**src/rtl/fb_read_arbiter.sv**
```systemverilog
// Two-requester arbiter for the frame buffer read port: display (A) has priority, NN reader (B)
// gets a starvation override; a tag pipeline routes each returning word back to its issuer.
module fb_read_arbiter #(
  parameter int RD_LAT       = 2,
  parameter int FB_DEPTH     = 76800,
  parameter int STARVE_LIMIT = 15
) (
  input  logic        clk,
  input  logic        rst_n,
  input  logic        a_req,
  input  logic [16:0] a_addr,
  output logic        a_gnt,
  output logic        a_rvalid,
  output logic [15:0] a_rdata,
  input  logic        b_req,
  input  logic [16:0] b_addr,
  output logic        b_gnt,
  output logic        b_rvalid,
  output logic [15:0] b_rdata,
  output logic [16:0] fb_rdaddress,
  input  logic [15:0] fb_q,
  input  logic        err_clr,
  output logic        err_oor,
  output logic        busy
);

  localparam int NSTG = RD_LAT + 1;

  logic [NSTG-1:0] tag_vld;
  logic [NSTG-1:0] tag_id;
  logic [NSTG-1:0] tag_oor;
  logic [3:0]      starve_cnt;

  logic        b_win;
  logic [16:0] win_addr;
  logic        win_oor;
  logic        hazard;
  logic        acc;
  logic        out_vld;
  logic        out_id;
  logic        out_oor;

  assign busy = |tag_vld;

  always_comb begin
    b_win    = b_req && (!a_req || (starve_cnt == 4'(STARVE_LIMIT)));
    win_addr = b_win ? b_addr : a_addr;
    win_oor  = win_addr >= 17'(FB_DEPTH);
    // The RAM output mux follows the live bank bit, so a bank switch must wait for a drained pipe.
    hazard   = busy && !win_oor && (win_addr[16] != fb_rdaddress[16]);
    a_gnt    = rst_n && a_req && !b_win && !hazard;
    b_gnt    = rst_n && b_win && !hazard;
    acc      = a_gnt || b_gnt;
  end

  always_ff @(posedge clk or negedge rst_n) begin
    if (!rst_n) begin
      tag_vld <= '0;
      tag_id  <= '0;
      tag_oor <= '0;
    end else begin
      tag_vld <= {tag_vld[NSTG-2:0], acc};
      tag_id  <= {tag_id[NSTG-2:0], b_gnt};
      tag_oor <= {tag_oor[NSTG-2:0], acc && win_oor};
    end
  end

  always_ff @(posedge clk or negedge rst_n) begin
    if (!rst_n) begin
      fb_rdaddress <= '0;
    end else if (acc && !win_oor) begin
      fb_rdaddress <= win_addr;
    end
  end

  always_ff @(posedge clk or negedge rst_n) begin
    if (!rst_n) begin
      starve_cnt <= '0;
    end else if (!b_req || b_gnt) begin
      starve_cnt <= '0;
    end else if (starve_cnt != 4'(STARVE_LIMIT)) begin
      starve_cnt <= starve_cnt + 4'd1;
    end
  end

  always_ff @(posedge clk or negedge rst_n) begin
    if (!rst_n) begin
      err_oor <= 1'b0;
    end else if (acc && win_oor) begin
      err_oor <= 1'b1;
    end else if (err_clr) begin
      err_oor <= 1'b0;
    end
  end

  always_comb begin
    out_vld  = tag_vld[NSTG-1];
    out_id   = tag_id[NSTG-1];
    out_oor  = tag_oor[NSTG-1];
    a_rvalid = out_vld && !out_id;
    b_rvalid = out_vld && out_id;
    a_rdata  = (a_rvalid && !out_oor) ? fb_q : 16'h0000;
    b_rdata  = (b_rvalid && !out_oor) ? fb_q : 16'h0000;
  end

endmodule

```
**config.mk**
```make
export PLATFORM = sky130hd
export DESIGN_NAME = fb_read_arbiter
export DESIGN_NICKNAME = d
export VERILOG_FILES = /design/src/rtl/fb_read_arbiter.sv
export SDC_FILE = /design/constraint.sdc
export NUM_CORES = 1
export LEC_CHECK = 0
export ABC_AREA = 0
export BUFFER_PORTS_ARGS = -buffer_cell sky130_fd_sc_hd__buf_2
export CAP_MARGIN = 25
export CORE_MARGIN = 8
export CORE_UTILIZATION = 43
export CTS_CLUSTER_DIAMETER = 30
export DETAILED_ROUTE_END_ITERATION = 12
export GPL_ROUTABILITY_DRIVEN = 0
export GPL_TIMING_DRIVEN = 0
export PLACE_DENSITY = 0.86
export REMOVE_ABC_BUFFERS = 1
export SYNTH_ARGS = -nofsm -noshare
export SYNTH_HDL_FRONTEND = slang
export SYNTH_SLANG_ARGS = --single-unit
```
**constraint.sdc**
```tcl
create_clock -name clk -period 3 [get_ports clk]
set_clock_uncertainty 0.05 [all_clocks]
set_input_delay 0.3 -clock clk [delete_from_list [all_inputs] [get_ports clk]]
set_output_delay 0.3 -clock clk [all_outputs]
set_load 0.01 [all_outputs]
```
Word level (Yosys, flattened, before mapping)

Cells that the tools add are included.

Register bits after elaboration: 31
Input port bits: 55
Output and inout bits: 55
Logic and storage cells: 45

$add $sub $neg: 1
Order comparisons: 1
Equality and inequality tests: 3
Mux-type cells: 7
Reduce and logical (&&, ||, !) cells: 27

Operator list:

| kind                 | count |
|---|---|
| $mux 16              | 2 |
| $ge 17x17->1 const B | 1 |
| $mux 17              | 1 |
| $logic_and 1x1->1    | 14 |
| $mux 4               | 2 |
| $logic_not 1->1      | 7 |
| $add 4x1->4 const B  | 1 |
| $eq 4x4->1 const B   | 1 |
| $ne 4x4->1 const B   | 1 |
| $reduce_bool 2->1    | 2 |
| $logic_or 1x1->1     | 3 |
| $reduce_or 3->1      | 1 |
| $mux 1               | 2 |
| $ne 1x1->1           | 1 |

Longest topological paths before layout

Depth after elaboration: 13
Mapped depth: 8
Gate-level depth less buffers: 6

Worst setup path after synthesis

Ideal clock, no wire load.

Path kind: reg2reg
From: register starve_cnt[0]
To: register fb_rdaddress[10]
Setup time: 0.125 ns
Arrival: 1.891 ns
Data required time: 2.825 ns
Setup slack: 0.934 ns
Cell stages (with the launch flop): 8
Path buffers: 2
Clock period less this slack: 2.066 ns
Cell sequence: dfrtp_1 > ha_1 > nand4_1 > nand2_1 > buf_2 > buf_2 > mux2_2 > mux2_4

Longest elaborated chain between the ends: 12
Elaborated cells between the ends (all ways): 17
Those cells by class: order compare: 1; eq/ne: 2; mux: 1; reduce/logical: 13

RTL lines:

| item                                        | line   | text |
|---|---|---|
| start, declared                             | 32     | `logic [3:0] starve_cnt;` |
| start signal, assigned                      | 82     | `starve_cnt <= starve_cnt + 4'd1;` |
| $eq 4x4->1 (*)                              | 46     | `b_win = b_req && (!a_req \|\| (starve_cnt == 4'(STARVE_LIMIT)));` |
| $logic_or 1x1->1 (*)                        | 46     |  |
| $logic_and 1x1->1 (*)                       | 46     |  |
| $mux 17                                     | 47     | `win_addr = b_win ? b_addr : a_addr;` |
| $ge 17x17->1                                | 48     | `win_oor = win_addr >= 17'(FB_DEPTH);` |
| $logic_not 1->1                             | 50, 71 |  |
| $logic_and 1x1->1 (2 in a row)              | 50     | `hazard = busy && !win_oor && (win_addr[16] != fb_rdaddress[16]);` |
| $logic_not 1->1                             | 51, 52 |  |
| $logic_and 1x1->1, on equally long branches | 51, 52 |  |
| $logic_or 1x1->1                            | 53     | `acc = a_gnt \|\| b_gnt;` |
| $logic_and 1x1->1                           | 71     | `end else if (acc && !win_oor) begin` |
| end signal, assigned                        | 72     | `fb_rdaddress <= win_addr;` |
| end, declared                               | 20     | `output logic [16:0] fb_rdaddress,` |

Mark *: on every way between the ends. The rest lies on a longest branch, timed or not.
A chain may end at the register's enable or synchronous reset.

Worst setup path in the final report

From: register starve_cnt[0]
To: register fb_rdaddress[14]

Same word-level chain as after synthesis.

==> metrics.yaml <==
status: "finished clean"
placementRows: 23
hpwl_um: 3925
overflow: 0
cts_hold_buf: 0
antenna_found_initial: 0
num-nets-final: 326
r2r_slack_ns: 0.19
fmax_mhz: 356.1
drtIter0Drc: 48
clockBufferDepth: 2
start_util_pct: 45.25
worst_ep_required_time_ns: 3.11
met1_usage_pct: 15.88
syn_avg_cell_area_um2: 11.47
powerDensity_mw_per_mm2: 556.8
ys_top_cells_by_count: "33 x and2_1, 31 x dfrtp_1, 22 x mux2_2"
die-area_mm2: 0.006579
route.detailed.drc: 0
die_y_um: 81.11
fin_area_mm2: 0.002477
drtPass1Iterations: 4
yosys_most_used_dff: "dfrtp_1"
hp-class: "in -> async"
grt.busiest_layer: "met2"
ys_seq_area_share_pct: 42.55
die_w_um: 81.11
cts_tree: "built"
drive_gt1_share_pct: 56.83
drv_slew: 0
root_buffer: "clkbuf_8"
r2r_start: "starve_cnt[0]"
synth-seq-cells: 31
ir_drop_uv: 440.6
avgRoutedWirePerCell_um: 14.70
ctsResizeCount: 0
startpoint: "starve_cnt[0]"
clock-sinks: 31
area_growth_syn_to_layout_pct: 35.90
finalHoldViolCount: 0
yosysUniqueCellTypes: 37
grt.total_usage_pct: 14.65
synth_cells: 159
placed_area_mm2: 0.002396
cts.clk_slew.worst_paths_ns: 0.06
core_area_mm2: 0.004029
synth.top_cell.area_share_pct: 42.55
grt_max_degree: 34
num_vias: 1614
wirelength_um: 4719
setup_viol: 0
grt_pass1_wl_um: 7624
reg2reg_depth: 6
postRouteAntennaNets: 0
grt_pass1_vias: 1700
nFillCells: 337
synth_edf_count: 0
port_buffers: 109
cp.arrival_ns: 2.92
cp_max_fo: 20
p_leak_nw: 1.337
yosysWarningCount: 0
grt_util_met3_pct: 6.733
grt_use_met2_pct: 24.94
yosysTopAreaCell: "dfrtp_1"
async_reset_ff_share_pct: 100.0
crit_type: "reg -> reg"
grt_setup_unrepaired: "false"
fin_crit_ns: 2.808
period_share_pct: 93.60
clk-insertion-delay-late_ns: 0.27
setup_tns_ns: 0
critPathLaunchType: "flip-flop"
ios: 110
synth.area.top_cells: "dfrtp_1 43%, mux2_2 14%, and2_1 11%"
r2r_end: "fb_rdaddress[14]"
cts_buffers: 5
synth_area_mm2: 0.001823
end_kind: "flip-flop"
htreeDepth: 2
slew-limit-headroom_pct: 41.04
cap_violations: 0
via_per_inst: 5.028
post-cts-setup-buffer-count: 0
yosysMostFrequentCell: "and2_1"
worstMarginPinSlew_ns: 0.8822
antenna_cells: 0
[cells in the final DEF, fill, tap and decap left out, drive strengths merged, types with 2 or more instances in the layout]
master   synthesis  final
nand3b           2      2
mux2i            5      5
nand2            3      3
nand2b           3      3
buf              4    110
dfrtp           31     31
nor2b            5      5
a211oi           2      2
and3             2      2
a21oi            3      3
nand3            4      4
and2            33     33
a21boi           2      2
clkbuf           2      7
o21ai            2      2
nor2             6      6
xnor2            2      2
inv              2      2
o2111ai          3      3
mux2            32     32
nor3b            2      2
[through the flow]
| stage | hold slack, ns | total power (W) | setup slack (ns) | utilization (%) | instances |
|---|---|---|---|---|---|
| finish | 0.02170 | 0.001379 | 0.1920 | 61.49 | 321 |
| global route | 0.07830 | 0.001466 | 0.01058 | 61.49 | 321 |
| CTS | 0.04550 | 0.001396 | 0.1550 | 61.49 | 321 |
| detailed placement | 0.2847 | 0.001088 | 0.1778 | 59.47 | 313 |
| global placement | 0.2835 | 0.001073 | 0.2154 | 59.35 | 312 |
| floorplan | -0.04559 | 0.0008729 | 0.5875 | - | 153 |
[worst max-delay path by stage]
| stage | cells after the start | slack (ns) | to |
|---|---|---|---|
| floorplan | 6 | 0.59 | fb_rdaddress[10] |
| global placement | 6 | 0.22 | fb_rdaddress[14] |
| detailed placement | 6 | 0.18 | fb_rdaddress[10] |
| CTS | 6 | 0.15 | fb_rdaddress[10] |
| global route | 6 | 0.01 | fb_rdaddress[14] |
| finish | 6 | 0.19 | fb_rdaddress[14] |
[sequential cells by signal (all words and copies together), names as in the netlist]
| signal | count |
|---|---|
| err_oor | 1 |
| tag_oor | 3 |
| fb_rdaddress | 17 |
| starve_cnt | 4 |
| tag_vld | 3 |
| tag_id | 3 |
[power breakdown]
group          switching, W  internal (W)  leakage [nW]
Combinational      0.000224      0.000268         0.909
Sequential        0.0000589      0.000523         0.385
Clock              0.000144      0.000162        0.0422
[layout make-up]
type,instances,area [µm²],area share (%)
clock inverter,1,5.005,0.2020
multi-input combinational,120,999.7,40.35
inverter,2,7.507,0.3030
sequential,31,775.7,31.31
tap,50,62.56,2.525
clock buffer,7,76.32,3.081
timing repair buffer,110,550.5,22.22
[metal layers]
layer  vias up  wire [µm]
met4         0         39
met2        85       2152
met5         -          0
met1       747       1777
li1        778          -
met3         4        749
[critical path: stages, from the launching register on]
cell and delay (ns):
dfrtp_1 0.38, ha_1 0.25, nand4_1 0.16, nand2_1 0.68, mux2i_2 0.45, nand3b_4 0.32, mux2_4 0.38
[kinds of logic (layout without fill, tap and decap cells)]
kind of cell	count (synthesis)	in the layout	synth area share, %
and+or+nand+nor	64	64	21.76
muxes	37	37	24.78
DFF	31	31	42.55
AOI/OAI and AO/OA	16	16	6.658
buffers and inverters	8	120	2.608
xor gates and xnor gates	2	2	0.9611
adders and majority gates	1	1	0.6862
(Power assumes the default switching activity.)
